===== config.mk =====
export PLATFORM = sky130hd
export DESIGN_NAME = cache_mem_arbiter
export DESIGN_NICKNAME = d
export VERILOG_FILES = /design/src/rtl/cache_mem_arbiter.sv
export SDC_FILE = /design/constraint.sdc
export NUM_CORES = 1
export LEC_CHECK = 0
export CAP_MARGIN = 40
export CORE_AREA = 2 2 270 272
export CTS_BUF_LIST = sky130_fd_sc_hd__clkbuf_16
export DETAILED_ROUTE_END_ITERATION = 12
export DIE_AREA = 0 0 272 274
export PLACE_DENSITY_LB_ADDON = 0.12
export SLEW_MARGIN = 10
export SYNTH_ARGS = -nofsm -noshare
export SYNTH_HDL_FRONTEND = slang
export SYNTH_SLANG_ARGS = --single-unit

===== constraint.sdc =====
create_clock -name clk -period 4 [get_ports clk]
set_input_delay 1.2 -clock clk [delete_from_list [all_inputs] [get_ports clk]]
set_output_delay 1.2 -clock clk [all_outputs]
set_load 0.05 [all_outputs]

===== src/rtl/cache_mem_arbiter.sv =====
// Shares one physical memory port between the I-cache and D-cache miss paths.
// The D side wins contests, but a streak limiter forces fetch through periodically.
module cache_mem_arbiter #(
  parameter int LINE_W       = 128,
  parameter int ADDR_W       = 16,
  parameter int D_STREAK_MAX = 3
) (
  input  logic              clk,
  input  logic              rst,
  input  logic              i_read,
  input  logic [ADDR_W-1:0] i_address,
  output logic [LINE_W-1:0] i_rdata,
  output logic              i_resp,
  input  logic              d_read,
  input  logic              d_write,
  input  logic [ADDR_W-1:0] d_address,
  input  logic [LINE_W-1:0] d_wdata,
  output logic [LINE_W-1:0] d_rdata,
  output logic              d_resp,
  output logic              pmem_read,
  output logic              pmem_write,
  output logic [ADDR_W-1:0] pmem_address,
  output logic [LINE_W-1:0] pmem_wdata,
  input  logic [LINE_W-1:0] pmem_rdata,
  input  logic              pmem_resp
);
  // state   | meaning
  // IDLE    | no owner; grant decision taken from the current requests
  // SERVE_I | I-cache line read in flight on pmem
  // SERVE_D | D-cache line read or writeback in flight on pmem
  // RELEASE | dead cycle so the finished requester can drop its request
  localparam logic [1:0] IDLE    = 2'd0;
  localparam logic [1:0] SERVE_I = 2'd1;
  localparam logic [1:0] SERVE_D = 2'd2;
  localparam logic [1:0] RELEASE = 2'd3;

  localparam logic [3:0] STREAK_MAX = 4'(D_STREAK_MAX);

  logic [1:0]        state;
  logic [3:0]        streak;
  logic [LINE_W-1:0] i_rdata_q;
  logic [LINE_W-1:0] d_rdata_q;
  logic              d_req;
  logic              grant_d;
  logic              grant_i;

  always_comb begin
    d_req   = d_read | d_write;
    grant_d = 1'b0;
    grant_i = 1'b0;
    if (d_req && i_read) begin
      grant_d = (streak < STREAK_MAX);
      grant_i = !grant_d;
    end else begin
      grant_d = d_req;
      grant_i = i_read;
    end
  end

  // Response and data are forwarded combinationally in the completion cycle only.
  assign i_resp  = (state == SERVE_I) & pmem_resp;
  assign d_resp  = (state == SERVE_D) & pmem_resp;
  assign i_rdata = i_resp ? pmem_rdata : i_rdata_q;
  assign d_rdata = d_resp ? pmem_rdata : d_rdata_q;

  always_ff @(posedge clk) begin
    if (rst) begin
      state        <= IDLE;
      streak       <= 4'd0;
      pmem_read    <= 1'b0;
      pmem_write   <= 1'b0;
      pmem_address <= '0;
      pmem_wdata   <= '0;
      i_rdata_q    <= '0;
      d_rdata_q    <= '0;
    end else begin
      case (state)
        IDLE: begin
          if (grant_d) begin
            state        <= SERVE_D;
            pmem_address <= d_address;
            pmem_wdata   <= d_wdata;
            pmem_write   <= d_write;
            pmem_read    <= !d_write;
            streak       <= i_read ? streak + 4'd1 : 4'd0;
          end else if (grant_i) begin
            state        <= SERVE_I;
            pmem_address <= i_address;
            pmem_read    <= 1'b1;
            pmem_write   <= 1'b0;
            streak       <= 4'd0;
          end
        end
        SERVE_I, SERVE_D: begin
          if (pmem_resp) begin
            state      <= RELEASE;
            pmem_read  <= 1'b0;
            pmem_write <= 1'b0;
            if (state == SERVE_I) i_rdata_q <= pmem_rdata;
            else                  d_rdata_q <= pmem_rdata;
          end
        end
        default: state <= IDLE;
      endcase
    end
  end
endmodule


==> reports/qor.yml <==
status: "finished, final reports clean"
slew_violations: 0
final_common_cell: "nand2_1"
min_period_over_period: 0.977
grt_first_pass_wirelength_mm: 106
gp_congestion: 0.851
holdWs_ns: 0.450
clock-sinks: 408
die-area_um2: 74500
grt_max_degree: 95
cp-startpoint: "pmem_resp"
placed_cell_area_um2: 24900
rows: 99
htreeDepth: 2
syn_to_final_growth_pct: 53.4
synth_edf_count: 0
avgViaCountPerCell: 4.51
end_kind: "primary output"
min_from: "pmem_wdata[80]$_SDFFE_PP0P_"
endpoint: "d_rdata[85]"
drtIter0Drc: 861
start_kind: "primary input"
hp-class: "reg2reg"
io-pin-count: 698
syn_area_per_cell_um2: 8.25
peakVddDrop_v: 0.000393
cts_tree: "yes"
ff2ff_setup_slack_ns: 1.55
dr_total_vias: 16788
critPathKind: "in2out"
path_buf_inv: 4
synth-seq-cells: 408
cp_top_family: "buffers and inverters"
crit_cells: 6
die_h_um: 274
design_area_um2: 26500
period_minus_slack_ns: 3.91
worst_path_largest_cell_delay_ns: 0.34
power.density_nw_per_um2: 700
p_leak_nw: 10.5
worst_pin_slew_ns: 0.889
layout.nets: 3024
netlist_area_um2: 17300
critPathRequiredTime_ns: 2.80
place_ws_ns: -0.0992
ys_types: 31
p_total_mw: 18.5
slew_headroom: 0.408
critical_path.cell_chain: "dlygate4sd2_1 -> and2_4 -> buf_12 -> bufbuf_16 -> mux2_2 -> buf_4"
most-common-layout-cells: "nand2_1, clkdlybuf4s50_1, dfxtp_1"
routedWlPerCell_um: 19.5
cts_buffers: 49
wl_mm: 72.7
drc: 0
crit_fanout: 13
path_clk_slew_ns: 0.05
setup_viol_count_final: 0
setup_slack_ns: 0.0912
ys.flop_type: "dfxtp_1"
port_buffers: 697
grt_usage: 0.186
ys_warn_count: 0
async_flop_share: 0
r2r-end: "i_rdata_q[83]$_SDFFE_PP0P_"
cts_root_buffer: "clkbuf_16"
cts_hold_buf: 0
postRouteAntennaNets: 0
drive_above_1_share: 0.231
dp_hpwl_mm: 52.8
fin_cells: 3726
die_w_um: 272
max_freq_ghz: 0.256
overflow: 0
critPathSlowestCell: "mux2_2"
fillers: 7333
yosysSeqAreaShare: 0.473
rsz0062_at_grt: "no"
clockBufferDepth: 3
drtPass1Iterations: 6
insertion_delay_ns: 0.59
start_util: 0.240
multi_input_area_um2: 8370
cap_violations: 0
finalHoldViolations: 0
antenna_found_initial: 6
coreArea_um2: 72000
ff2ff_path_depth: 9
grt_pass1_vias: 16159
r2r_start: "state[1]$_SDFFE_PP0P_"
cp.arrival_ns: 2.71
seq_area_um2: 8170
syn_nets: 2390
syn_inst: 2091
finClkSkew_ns: 0.0156
placedCellCount: 3627
-- cell usage after synthesis (3+ instances only) --
| master | n | area share |
|---|---|---|
| dfxtp_1 | 408 | 0.47 |
| nand2_1 | 804 | 0.17 |
| a21oi_1 | 391 | 0.11 |
| nor2_1 | 18 | 0.0039 |
| mux2_2 | 256 | 0.17 |
| buf_1 | 8 | 0.0017 |
| clkbuf_1 | 102 | 0.022 |
| buf_6 | 10 | 0.0065 |
| a311oi_1 | 16 | 0.0081 |
| o21ai_0 | 3 | 0.00087 |
| ha_1 | 5 | 0.0036 |
| inv_1 | 4 | 0.00087 |
| buf_2 | 42 | 0.012 |
-- how the worst min path moves through the flow --
stage / end / slack [ns] / cells after the start
global placement: i_rdata_q[61]$_SDFFE_PP0P_ / 0.44 / 2
detailed placement: i_rdata_q[115]$_SDFFE_PP0P_ / 0.44 / 2
CTS: i_rdata_q[115]$_SDFFE_PP0P_ / 0.45 / 2
finish: pmem_wdata[80]$_SDFFE_PP0P_ / 0.45 / 2
floorplan: i_rdata_q[0]$_SDFFE_PP0P_ / 0.43 / 2
global route: pmem_wdata[57]$_SDFFE_PP0P_ / 0.47 / 2
-- final cells by class --
cell class | instances | share of cell area
Antenna cell | 4 | 0.000378
Clock buffer | 50 | 0.0473
Clock inverter | 39 | 0.00950
Inverter | 4 | 0.000567
Multi-Input combinational cell | 1516 | 0.316
Sequential cell | 408 | 0.308
Tap cell | 959 | 0.0453
Timing Repair Buffer | 746 | 0.272
-- where the power goes --
group / internal, mW / leakage (nW) / switching [mW]
combinational: 3.02 / 6.35 / 6.03
sequential: 4.83 / 3.33 / 0.429
clock: 2.44 / 0.789 / 1.79
-- tightest hold or removal path: stages (launching register included) --
cell     delay, ns
dfxtp_1       0.30
nand2_1       0.05
a21oi_1       0.05
-- per-stage QoR --
| step | utilization | setup TNS (ns) |
|---|---|---|
| 2_1_floorplan | - | 0 |
| 3_3_place_gp | 0.346 | -4.36 |
| 3_5_place_dp | 0.346 | -4.33 |
| 4_1_cts | 0.368 | 0 |
| 5_1_grt | 0.368 | 0 |
| 6_report | 0.368 | 0 |
-- logic make-up after synthesis --
family,share of synthesized area
AOI/OAI and AO/OA,0.126
adders and majority gates,0.00363
buffers and inverters,0.0439
DFF,0.473
muxes,0.168
and+or+nand+nor,0.185
-- layer usage --
metal	part of all wire	routed length, µm	track usage	vias up
met5	0.00015	11	0	-
met4	0.022	1630	0.0515	2
met3	0.062	4490	0.0453	89
met2	0.50	36300	0.324	476
met1	0.42	30300	0.226	8024
li1	-	-	-	8197
-- sequential cells by signal, indices dropped and copies added (netlist names) --
register / flops
streak: 4
pmem_wdata: 128
pmem_address: 16
state: 2
d_rdata_q: 128
pmem_write: 1
pmem_read: 1
i_rdata_q: 128
-- repair_timing --
| action | CTS | global route |
|---|---|---|
| setup buffers | 5 | 0 |
| setup endpoints to repair | 111 | 0 |
| resized for setup | 2 | 0 |
Power figures use the tool's default switching activity.
